==> src/rtl/nnacc_pkg.sv <==
// Shared types and default widths for the NN accelerator datapath.
// FIFOs, MAC stages and downstream consumers all import this package.
package nnacc_pkg;

  localparam int DEF_DATA_WIDTH = 32;
  localparam int DEF_ACC_WIDTH  = 72;

  typedef enum logic {
    ST_ACC = 1'b0,
    ST_OUT = 1'b1
  } state_t;

endpackage

==> src/rtl/mac_unit.sv <==
// Combinational signed multiply-accumulate. The first element of a vector
// replaces the accumulator, so no separate clear of acc is needed.
module mac_unit
  import nnacc_pkg::*;
#(
  parameter int DATA_WIDTH = DEF_DATA_WIDTH,
  parameter int ACC_WIDTH  = DEF_ACC_WIDTH
) (
  input  logic signed [DATA_WIDTH-1:0] a,
  input  logic signed [DATA_WIDTH-1:0] b,
  input  logic        [ACC_WIDTH-1:0]  acc_in,
  input  logic                         first,
  output logic        [ACC_WIDTH-1:0]  acc_out
);

  logic signed [2*DATA_WIDTH-1:0] product;
  logic signed [ACC_WIDTH-1:0]    product_ext;

  // Signed cast widening sign-extends the full-width product.
  assign product     = a * b;
  assign product_ext = ACC_WIDTH'(product);
  assign acc_out     = first ? product_ext : acc_in + product_ext;

endmodule

==> src/rtl/fifo_mac_stage.sv <==
// Dot-product stage: pops activation/weight pairs from two FWFT FIFOs,
// accumulates VEC_LEN signed products and hands the result downstream.
module fifo_mac_stage
  import nnacc_pkg::*;
#(
  parameter int DATA_WIDTH = DEF_DATA_WIDTH,
  parameter int ACC_WIDTH  = DEF_ACC_WIDTH,
  parameter int VEC_LEN    = 16
) (
  input  logic                  sys_clk,
  input  logic                  sys_rst_n,
  input  logic [DATA_WIDTH-1:0] act_data,
  input  logic                  act_empty,
  output logic                  act_rd_en,
  input  logic [DATA_WIDTH-1:0] wgt_data,
  input  logic                  wgt_empty,
  output logic                  wgt_rd_en,
  input  logic                  clear,
  output logic [ACC_WIDTH-1:0]  res_data,
  output logic                  res_valid,
  input  logic                  res_ready,
  output logic                  busy,
  output logic [15:0]           res_cnt
);

  localparam int CNT_WIDTH = $clog2(VEC_LEN) + 1;

  if (ACC_WIDTH < 2 * DATA_WIDTH) begin : g_bad_acc_width
    $error("fifo_mac_stage: ACC_WIDTH must be at least 2*DATA_WIDTH");
  end
  if (VEC_LEN < 1) begin : g_bad_vec_len
    $error("fifo_mac_stage: VEC_LEN must be at least 1");
  end

  state_t                 state;
  logic [CNT_WIDTH-1:0]   count;
  logic [ACC_WIDTH-1:0]   acc;
  logic [ACC_WIDTH-1:0]   mac_sum;
  logic                   pop;
  logic                   last;

  // Reset gates the pop so the FIFOs are never drained while held in reset.
  assign pop       = sys_rst_n && (state == ST_ACC) && !act_empty && !wgt_empty && !clear;
  assign act_rd_en = pop;
  assign wgt_rd_en = pop;
  assign last      = (count == CNT_WIDTH'(VEC_LEN - 1));
  assign busy      = (state == ST_OUT) || (count != '0);

  mac_unit #(
    .DATA_WIDTH(DATA_WIDTH),
    .ACC_WIDTH (ACC_WIDTH)
  ) u_mac (
    .a      (act_data),
    .b      (wgt_data),
    .acc_in (acc),
    .first  (count == '0),
    .acc_out(mac_sum)
  );

  always_ff @(posedge sys_clk or negedge sys_rst_n) begin
    if (!sys_rst_n) begin
      state     <= ST_ACC;
      count     <= '0;
      acc       <= '0;
      res_data  <= '0;
      res_valid <= 1'b0;
      res_cnt   <= '0;
    end else if (clear) begin
      state     <= ST_ACC;
      count     <= '0;
      res_valid <= 1'b0;
    end else begin
      case (state)
        ST_ACC: begin
          if (pop) begin
            acc <= mac_sum;
            if (last) begin
              res_data  <= mac_sum;
              res_valid <= 1'b1;
              state     <= ST_OUT;
              count     <= '0;
            end else begin
              count <= count + CNT_WIDTH'(1);
            end
          end
        end
        ST_OUT: begin
          if (res_ready) begin
            res_valid <= 1'b0;
            res_cnt   <= res_cnt + 16'd1;
            state     <= ST_ACC;
          end
        end
        default: state <= ST_ACC;
      endcase
    end
  end

endmodule

==> config.mk <==
export PLATFORM = sky130hd
export DESIGN_NAME = fifo_mac_stage
export DESIGN_NICKNAME = d
export VERILOG_FILES = /design/src/rtl/nnacc_pkg.sv /design/src/rtl/mac_unit.sv /design/src/rtl/fifo_mac_stage.sv
export SDC_FILE = /design/constraint.sdc
export NUM_CORES = 2
export LEC_CHECK = 0
export ABC_AREA = 1
export BUFFER_PORTS_ARGS = -buffer_cell sky130_fd_sc_hd__buf_2
export CORE_ASPECT_RATIO = 1.2
export CORE_MARGIN = 10
export CORE_UTILIZATION = 45
export CTS_BUF_LIST = sky130_fd_sc_hd__clkbuf_16
export DETAILED_ROUTE_END_ITERATION = 8
export HOLD_SLACK_MARGIN = 0.08
export PLACE_DENSITY_LB_ADDON = 0.05
export SYNTH_ARGS = -nofsm -noshare
export SYNTH_HDL_FRONTEND = slang
export SYNTH_SLANG_ARGS = --single-unit
==> constraint.sdc <==
create_clock -name sys_clk -period 3.4 [get_ports sys_clk]
set_clock_uncertainty 0.15 [all_clocks]
set_input_delay 0.51 -clock sys_clk [delete_from_list [all_inputs] [get_ports sys_clk]]
set_output_delay 0.51 -clock sys_clk [all_outputs]
set_load 0.01 [all_outputs]
=== After elaboration in Yosys (flattened, before gate mapping) ===
Index checks and enable logic that the tools add are counted.
W data, S select, Z words.

* Bits in registers: 167
* Input bits: 70
* Output and inout bits: 92
* Word-level logic and storage cells: 48

* Add/sub/neg operators: 3
* $mul: 1
* Eq/ne operators: 5
* Muxes and demuxes: 15
* Bitwise operators: 2
* Reductions and logical operators: 16

{| class="wikitable"
|+ Operator list
! kind !! number
|-
| $add A72 B72 Y72 || 1
|-
| $mux W72 || 1
|-
| $mul A32 B32 Y64 || 1
|-
| $mux W5 || 4
|-
| $add A16 B1 Y16 const B || 1
|-
| $ne A3 B3 Y1 const B || 3
|-
| $reduce_and A3 Y1 || 3
|-
| $mux W1 || 8
|-
| $add A5 B1 Y5 const B || 1
|-
| $eq A5 B4 Y1 const B || 1
|-
| $logic_not A5 Y1 || 1
|-
| $reduce_bool A5 Y1 || 1
|-
| $logic_and A1 B1 Y1 || 4
|-
| $pmux W1 S2 || 2
|-
| $reduce_and A4 Y1 || 1
|-
| $logic_not A1 Y1 || 3
|-
| $ne A2 B2 Y1 const B || 1
|-
| $not A1 Y1 || 2
|-
| $reduce_and A2 Y1 || 1
|-
| $reduce_bool A2 Y1 || 1
|-
| $logic_or A1 B1 Y1 || 1
|}

=== Logic depth before layout (Yosys ltp) ===
* Word-level depth: 8
* Depth in mapped cells: 47
* Depth with buffers taken out: 46

=== Modules after synthesis ===
A second synthesis with hierarchy kept.

* Cells, all modules: 6848
* Area, all modules: 51346.7 µm²

{| class="wikitable"
|+ By module, submodules not included
! module !! times used !! cells an instance !! area an instance (µm²) !! seq. area each (µm²)
|-
| mac_unit || 1 || 6177 || 44874.3 || 0.0
|-
| fifo_mac_stage || 1 || 671 || 6472.5 || 4179.0
|}

=== Least setup slack after synthesis ===
No wires, ideal clock.

* Kind: input-to-reg
* From: input act_data[31]
* To: register acc[71]
* Library setup time: 0.118 ns
* Data arrival time: 8.787 ns
* Required time: 3.132 ns
* Slack: -5.655 ns
* Stages: 39
* Path buffers: 1
* Cells stage by stage: clkbuf_1 -> nand2_1 -> inv_1 -> fa_1 -> fa_1 -> fa_1 -> fa_1 -> inv_1 -> fa_1 -> inv_1 -> fa_1 -> inv_1 -> fa_1 -> inv_1 -> fa_1 -> ha_1 -> nand2_1 -> nor2_1 -> (+3 left out) -> nor4_1 -> nand2_1 -> nand4_1 -> nand2_1 -> ha_1 -> nand2_1 -> nor2_1 -> inv_1 -> nor2_1 -> nand2_1 -> nor2_1 -> nand3b_1 -> nand3_1 -> nand2_1 -> nand3_1 -> nand2_1 -> nand3_1 -> nand2_1

* Word-level cells in the longest chain between the ends: 3

{| class="wikitable"
|+ Ends and longest elaborated chain
! what !! line !! source
|-
| from (decl) || fifo_mac_stage.sv:12 || <nowiki>input logic [DATA_WIDTH-1:0] act_data,</nowiki>
|-
| $mul A32 B32 Y64 (*) || mac_unit.sv:20 || <nowiki>assign product = a * b;</nowiki>
|-
| $add A72 B72 Y72 || mac_unit.sv:22 || <nowiki>assign acc_out = first ? product_ext : acc_in + product_ext;</nowiki>
|-
| $mux W72 (*) || mac_unit.sv:22 ||
|-
| to (signal assigned) || fifo_mac_stage.sv:76 || <nowiki>acc <= mac_sum;</nowiki>
|-
| to (decl) || fifo_mac_stage.sv:37 || <nowiki>logic [ACC_WIDTH-1:0] acc;</nowiki>
|}

Mark *: on every way between the ends. The rest lies on a longest branch, timed or not.
A chain may end at the register's enable or synchronous reset.

=== Final worst setup path ===
Same ends and word-level chain as after synthesis.

==> results.json <==
{
  "first_pass_iters": 8,
  "cp_common_cell": "fa_1",
  "place_area_sq_mm": 0.0628,
  "critPathKind": "in2reg",
  "clk_latency_ns": 0.51,
  "synth_nets": 8310,
  "critPathBufInv": 16,
  "critPathArrivalTime_ns": 8.99,
  "cts_max_level": 4,
  "grt_pass1_wl_mm": 291,
  "reg2regPathDepth": 16,
  "critical-path-max-stage-delay_ns": 0.66,
  "fin_crit_sh_pct": 258,
  "ff2ff_setup_slack_ns": 0.21,
  "core_area_sq_mm": 0.113,
  "area_growth_pct": 36.0,
  "cts_tree": "yes",
  "min_to": "count[4]$_DFFE_PN0P_",
  "crit_required_ns": 3.63,
  "path_clk_slew_ns": 0.08,
  "synth_top_cell_by_area": "fa_1",
  "avgViaCountPerCell": 4.91,
  "fmax_mhz": 114,
  "gp_congestion": 0.971,
  "tightest_slew_ns": 1.15,
  "cts_buffers": 17,
  "status": "finished, violations left",
  "ys_warn_count": 0,
  "dr_total_vias": 47100,
  "cts-root-buf": "clkbuf_16",
  "hpwl_mm": 162,
  "final_cell_mix": "nand2_1, inv_1, buf_4",
  "ys_seq_elements": 167,
  "placementRows": 135,
  "worstHoldStart": "clear",
  "nNetsFinal": 9476,
  "synthCells": 6897,
  "min_path_cells": 2,
  "finalSetupViolations": 138,
  "relSlewSlack_pct": 23.2,
  "port_buffers": 161,
  "crit_fanout": 5,
  "hold_class": "in2reg",
  "cp_slowest_cell": "fa_2",
  "netlist_top_cells_area": "fa_1, nand2_1, inv_1, dfrtp_1, ha_1",
  "drive_gt1_share_pct": 30.2,
  "cts_buffer_depth": 2,
  "netlist.area_leader.share_pct": 42.4,
  "netlist_area_sq_mm": 0.0512,
  "io-pin-count": 162,
  "period_minus_slack_ns": 8.77,
  "crit_family": "adder cells",
  "r2r_end": "res_data[34]$_DFFE_PN0P_",
  "grt_max_degree": 77,
  "violations": "negative setup slack",
  "cts.sinks": 167,
  "synth_edf_count": 0,
  "synth_area_per_cell_sq_um": 7.42,
  "final_common_cell": "nand2_1",
  "synth_ff_type": "dfrtp_1",
  "rsz0062_at_grt": "true",
  "yosysUniqueCellTypes": 51,
  "drv_cap": 0,
  "crit_path_start_kind": "input port",
  "yosysSeqAreaShare_pct": 8.16,
  "dieArea_sq_mm": 0.128,
  "dieWidth_microns": 328,
  "initial_utilization_pct": 45.3,
  "grt_use_total_pct": 29.6,
  "fin_area_sq_mm": 0.0696,
  "drt_iter0_markers": 2529,
  "detail-route-antenna-nets": 0,
  "first_global_vias": 50800,
  "wirelength_mm": 186,
  "regToRegStartpoint": "acc[0]$_DFFE_PN0P_",
  "drc_errors": 0,
  "die_height_microns": 389,
  "async_reset_ff_share_pct": 100,
  "endpoint_kind": "register",
  "slew_viol_final": 0,
  "gr-total-overflow": 0,
  "worst_slack_ns": -5.37,
  "routedWlPerCell_microns": 19.5,
  "final-hold-violation-count": 0,
  "antenna_found_initial": 6
}
[sequential cells by signal, indices dropped and copies added, names as in the netlist]
register	flops
acc	72
state	1
count	5
res_data	72
res_cnt	16
res_valid	1
[cells in the mapped netlist (all sizes together) (7+ instances only)]
library cell  instances
nand4                46
nand3               206
buf                  26
xor2                 40
dfrtp               167
or2                  15
a31oi                 7
nor4                  9
xnor2                31
nor3                 28
o21ai               134
ha                  260
nor2                363
and2                 20
inv                1780
fa                 1083
o21a                 15
clkbuf              210
a21oi               187
nand3b               26
nand2              2196
o21bai               28
[worst max path at each step]
stage	end	cells after the start	slack (ns)	startpoint
after floorplan	acc[71]$_DFFE_PN0P_	39	-5.04	wgt_data[7]
after global placement	acc[66]$_DFFE_PN0P_	40	-6.98	wgt_data[9]
after detailed placement	acc[66]$_DFFE_PN0P_	40	-6.98	wgt_data[9]
after CTS	res_data[71]$_DFFE_PN0P_	48	-5.34	act_data[31]
after global routing	acc[71]$_DFFE_PN0P_	43	-5.65	act_data[31]
final	acc[71]$_DFFE_PN0P_	47	-5.37	act_data[31]
[metal layers]
metal  up-vias  track usage, %  wire [microns]
li1      22200               -               -
met1     23600            36.0           73200
met2      1073            52.8           96000
met3       304            2.62            7080
met4         6            13.8           10100
met5         -               0              41
[cell type report]
| type | count | area (sq um) |
|---|---|---|
| clock buffers | 17 | 425 |
| inverters | 1780 | 6720 |
| clock inverters | 15 | 176 |
| diodes | 1 | 2.50 |
| well taps | 1507 | 1890 |
| repair buffers | 1383 | 11400 |
| flip-flops and latches | 167 | 4180 |
| fillers | 10300 | 43400 |
| multi-input cells | 4714 | 44800 |
[cell families after synthesis]
| kind of cell | after synthesis | synth area share, % |
|---|---|---|
| simple gates | 2914 | 22.9 |
| flops | 167 | 8.16 |
| compound gates | 384 | 4.06 |
| fa+ha+maj | 1343 | 48.7 |
| xor+xnor | 71 | 1.26 |
| buf+inv | 2016 | 14.8 |
| mux | 2 | 0.0391 |
[timing repair]
item                                    4_1_cts  5_1_grt
resized for setup                          1012      254
hold endpoints to repair                     37        0
buffers inserted                            110       38
pin swaps                                   335      176
hold buffers                                  1        0
cloned                                        3        0
endpoints found under the setup margin      138      138
[metrics by stage]
stage	TNS [ns]	utilization, %	hold WS (ns)	cells	setup WS (ns)
after CTS	-623.52	60.4	0.103	9547	-5.34
after global placement	-778.17	55.6	0.307	9406	-6.98
after detailed placement	-777.70	55.6	0.310	9406	-6.98
final	-626.57	61.6	0.131	9584	-5.37
after global routing	-669.32	61.6	0.120	9583	-5.65
after floorplan	-560.28	-	0.0644	6897	-5.04
Power is not shown: default switching activity piles up to over one toggle a cycle in this logic, so the estimate is an artifact.
